`src/rtl/harvard_fetch.sv`:
```
// Instruction-fetch stage: owns the PC, runs the instruction-memory read
// handshake, buffers one word for decode and applies delayed-branch redirects.
module harvard_fetch #(
    parameter logic [31:0] RESET_VECTOR = 32'hBFC00000,
    parameter logic [31:0] HALT_ADDRESS = 32'h00000000
) (
    input  logic        clk,
    input  logic        reset,
    output logic [31:0] instr_address,
    output logic        instr_read,
    input  logic        instr_waitrequest,
    input  logic [31:0] instr_readdata,
    output logic [31:0] instruction,
    output logic [31:0] instr_pc,
    output logic        instr_valid,
    input  logic        decode_ready,
    input  logic        branch_valid,
    input  logic [31:0] branch_target,
    output logic        active
);

    typedef enum logic [1:0] {
        START,
        FETCH,
        HOLD,
        HALTED
    } state_t;

    state_t      state_reg, state_next;
    logic [31:0] addr_reg, addr_next;
    logic [31:0] instr_reg, instr_next;
    logic [31:0] pc_reg, pc_next;
    logic [31:0] target_reg, target_next;
    logic        valid_reg, valid_next;
    logic        active_reg, active_next;
    logic        pending_reg, pending_next;
    logic [31:0] next_addr;

    // A pending redirect takes effect on the word after the delay slot.
    assign next_addr = pending_reg ? target_reg : pc_reg + 32'd4;

    always_comb begin
        state_next   = state_reg;
        addr_next    = addr_reg;
        instr_next   = instr_reg;
        pc_next      = pc_reg;
        target_next  = target_reg;
        valid_next   = valid_reg;
        active_next  = active_reg;
        pending_next = pending_reg;

        case (state_reg)
            START: begin
                state_next = FETCH;
            end
            FETCH: begin
                if (!instr_waitrequest) begin
                    instr_next = instr_readdata;
                    pc_next    = addr_reg;
                    valid_next = 1'b1;
                    state_next = HOLD;
                end
            end
            HOLD: begin
                if (decode_ready) begin
                    valid_next = 1'b0;
                    addr_next  = next_addr;
                    // A branch sitting in a delay slot is dropped.
                    if (pending_reg) begin
                        pending_next = 1'b0;
                    end else if (branch_valid) begin
                        pending_next = 1'b1;
                        target_next  = branch_target;
                    end
                    if (next_addr == HALT_ADDRESS) begin
                        state_next  = HALTED;
                        active_next = 1'b0;
                    end else begin
                        state_next = FETCH;
                    end
                end
            end
            HALTED: begin
                state_next = HALTED;
            end
            default: begin
                state_next = START;
            end
        endcase
    end

    always_ff @(posedge clk) begin
        if (!reset) begin
            state_reg   <= START;
            addr_reg    <= RESET_VECTOR;
            instr_reg   <= 32'd0;
            pc_reg      <= 32'd0;
            target_reg  <= 32'd0;
            valid_reg   <= 1'b0;
            active_reg  <= 1'b1;
            pending_reg <= 1'b0;
        end else begin
            state_reg   <= state_next;
            addr_reg    <= addr_next;
            instr_reg   <= instr_next;
            pc_reg      <= pc_next;
            target_reg  <= target_next;
            valid_reg   <= valid_next;
            active_reg  <= active_next;
            pending_reg <= pending_next;
        end
    end

    assign instr_address = addr_reg;
    assign instr_read    = (state_reg == FETCH);
    assign instruction   = instr_reg;
    assign instr_pc      = pc_reg;
    assign instr_valid   = valid_reg;
    assign active        = active_reg;

endmodule

```
`config.mk`:
```
export PLATFORM = sky130hd
export DESIGN_NAME = harvard_fetch
export DESIGN_NICKNAME = d
export VERILOG_FILES = /design/src/rtl/harvard_fetch.sv
export SDC_FILE = /design/constraint.sdc
export NUM_CORES = 1
export LEC_CHECK = 0
export BUFFER_PORTS_ARGS = -buffer_cell sky130_fd_sc_hd__buf_2
export CAP_MARGIN = 20
export CELL_PAD_IN_SITES_DETAIL_PLACEMENT = 0
export CELL_PAD_IN_SITES_GLOBAL_PLACEMENT = 2
export CORE_MARGIN = 1.5
export CORE_UTILIZATION = 32
export CTS_CLUSTER_DIAMETER = 40
export CTS_CLUSTER_SIZE = 25
export DETAILED_ROUTE_END_ITERATION = 8
export HOLD_SLACK_MARGIN = 0.12
export PLACE_DENSITY = 0.88
export RECOVER_POWER = 100
export SYNTH_ARGS = -nofsm -noshare
export SYNTH_HDL_FRONTEND = slang
export SYNTH_SLANG_ARGS = --single-unit
export TNS_END_PERCENT = 1
```
`constraint.sdc`:
```
create_clock -name clk -period 6.7 [get_ports clk]
set_input_delay 1.34 -clock clk [delete_from_list [all_inputs] [get_ports clk]]
set_output_delay 1.34 -clock clk [all_outputs]
set_load 0.01 [all_outputs]
```
==> out/qor.yml <==
outcome: "complete, but fails checks"
violations: "max-capacitance violations, max-slew violations"
max_cap_viol_count: 1
syn_area_um2: 6100
cts_made_buffers: 17
cts_tree: "built"
synth-async-reset-ratio_pct: 0
postCtsSetupRepairBufs: 0
design_power_total_mw: 2.00
final-seq-area_um2: 2660
routed.top_layer: "met4"
design.die.area_um2: 19900
die_y_um: 141
critical_path_arrival_ns: 4.59
globalRouteTotalUtil_pct: 18.2
power.static_leakage_nw: 2.76
synth_common_cells: "sky130_fd_sc_hd__nand2_1, sky130_fd_sc_hd__dfxtp_1, sky130_fd_sc_hd__a21boi_0"
synthesis.nets: 832
critPathRequiredTime_ns: 7.04
post_route_clock_period_utilization_pct: 63.4
start_util_pct: 32.6
timing.hold.worst.class: "reg2reg"
timing.final.hold_violations: 0
synth.avg_cell_area_um2: 8.01
fillers: 2011
ys_types: 56
timing.final.setup_violations: 0
post_drt_wl_per_cell_um: 15.6
power_density_over_the_cells_nw_per_um2: 263
clockRootBuffer: "sky130_fd_sc_hd__clkbuf_16"
postRouteWirelength_mm: 18.0
drive_gt1_share_pct: 12.5
gp_congestion: 0.775
num_rows: 50
detailroute.via_count: 5548
dp_hpwl_mm: 12.5
finalSetupTns_ns: 0
initial_antenna_violation_count: 2
clock-skew-final_ns: 0.00686
coreArea_um2: 18700
wire_length_of_the_first_global_routing_pass_mm: 28.3
peakVddDrop_mv: 0.172
synth.most_common_cell: "sky130_fd_sc_hd__nand2_1"
max_freq_mhz: 235
area_taken_by_multi_input_logic_gates_um2: 3180
cts.htree.levels: 4
timing.critical_path.from_type: "input pin"
avgViaCountPerCell: 4.82
synthDominantAreaCellType: "sky130_fd_sc_hd__dfxtp_1"
worst_setup_path_end_kind: "flop"
clk_transition_reported_paths_ns: 0.06
nNetsFinal: 971
post-synth-top-area-fraction_pct: 43.6
grt_setup_unrepaired: "false"
synth_top_flop_cell: "sky130_fd_sc_hd__dfxtp_1"
grt.overflow.total: 0
synth.top_cells.by_area: "sky130_fd_sc_hd__dfxtp_1, sky130_fd_sc_hd__nand2_1, sky130_fd_sc_hd__a21boi_0"
cts_hold_repair.buffers: 0
clk_latency_ns: 0.42
ys_seq_area_share_pct: 43.6
drt_pass1_iterations: 4
synthToLayoutAreaGrowth_pct: 24.5
postRouteAntennaNets: 0
placement.io_buffers: 167
routed-wl-met3_um: 603
critical_path_peak_fanout: 46
slew_violations: 47
remaining_drc_errors: 0
clkSinkCount: 133
class_of_the_most_critical_setup_path: "in2reg"
met1Wirelength_mm: 8.86
worst_slew_margin_rel_pct: -40.7
worst_max_slew_pin_slew_ns: 2.11
cts-resized-gates: 0
wl_met2_mm: 8.14
io_pins: 168
dieWidth_um: 141
cts_buffer_depth: 2
synth-seq-cells: 133
dr.first_iter.drc_count: 274
ys_warn_count: 0
first_global_vias: 5189
synth_edf_count: 0
maximum_number_of_pins_on_one_net_before_global_route_repair: 98
synthesis.instances: 762
finalWorstPathRequiredPeriod_ns: 4.25
## where the power goes
group,internal [mW],switching [mW],leakage (nW)
clock,0.663,0.377,0.306
sequential,0.810,0.0154,1.08
combinational,0.0541,0.0798,1.38
total,1.53,0.473,2.76
## placed cells by master, fill, tap and decap left out, types with 5 or more instances in the layout
cell	count
sky130_fd_sc_hd__buf_2	67
sky130_fd_sc_hd__nand3_1	17
sky130_fd_sc_hd__nor4_1	7
sky130_fd_sc_hd__nor3_1	12
sky130_fd_sc_hd__and2_1	5
sky130_fd_sc_hd__o211ai_1	9
sky130_fd_sc_hd__nand4_1	9
sky130_fd_sc_hd__bufinv_16	5
sky130_fd_sc_hd__nor2_1	11
sky130_fd_sc_hd__inv_1	8
sky130_fd_sc_hd__and3_1	5
sky130_fd_sc_hd__dfxtp_1	133
sky130_fd_sc_hd__nor2b_1	7
sky130_fd_sc_hd__a21boi_0	109
sky130_fd_sc_hd__mux2i_1	12
sky130_fd_sc_hd__a21oi_1	5
sky130_fd_sc_hd__o21ai_0	19
sky130_fd_sc_hd__nand2b_1	9
sky130_fd_sc_hd__clkbuf_1	103
sky130_fd_sc_hd__xnor2_1	14
sky130_fd_sc_hd__clkbuf_16	17
sky130_fd_sc_hd__or4_1	5
sky130_fd_sc_hd__nand2_1	252
sky130_fd_sc_hd__xor2_1	9
## metal layers
metal / vias up / global-route usage [%]
li1: 2865 / -
met1: 2551 / 24.8
met2: 108 / 28.4
met3: 24 / 3.33
met4: 0 / 7.24
met5: - / 0
## cells by family after synthesis
family / synth area share, %
buffers and inverters: 4.26
AOI/OAI and AO/OA: 20.0
muxes: 1.97
and+or+nand+nor: 26.7
xor gates and xnor gates: 3.30
adders and majority gates: 0.205
DFF: 43.6
## area by class of cell
class | count | area share (%)
Multi-Input combinational cell | 565 | 41.8
Sequential cell | 133 | 35.0
Timing Repair Buffer | 175 | 10.1
Clock buffer | 17 | 5.60
Tap cell | 234 | 3.85
Clock inverter | 15 | 3.01
Inverter | 9 | 0.445
Antenna cell | 3 | 0.0988
## worst max-delay path, stage by stage
cell                       delay [ns]
sky130_fd_sc_hd__buf_2           0.10
sky130_fd_sc_hd__nor2b_1         0.20
sky130_fd_sc_hd__and2_0          1.00
sky130_fd_sc_hd__clkbuf_1        1.58
sky130_fd_sc_hd__nand2_1         0.13
sky130_fd_sc_hd__a21boi_0        0.22
## worst paths after layout
| check | from | endpoint | slack (ns) | cells after the start |
|---|---|---|---|---|
| setup / recovery | instr_waitrequest | instr_pc[25]$_SDFFE_PN0P_ | 2.45 | 6 |
| hold reg to reg | target_reg[6]$_SDFFE_PN0P_ | target_reg[6]$_SDFFE_PN0P_ | 0.46 | 2 |
| setup reg to reg | state_reg[0]$_SDFFE_PN0P_ | instr_pc[25]$_SDFFE_PN0P_ | 3.07 | 5 |
| hold / removal | target_reg[6]$_SDFFE_PN0P_ | target_reg[6]$_SDFFE_PN0P_ | 0.46 | 2 |
## metrics by stage
step                      cells  hold slack, ns  utilization (%)  worst slack, ns  instance area, µm²
after floorplan             762           0.438                -             3.99                6100
after global routing       1150           0.483             40.6             1.98                7590
after global placement     1115           0.447             37.8             3.22                7060
after detailed placement   1116           0.452             37.8             3.38                7080
final                      1151           0.460             40.6             2.45                7600
after CTS                  1148           0.460             41.3             3.67                7730
Power figures use the tool's default switching activity.
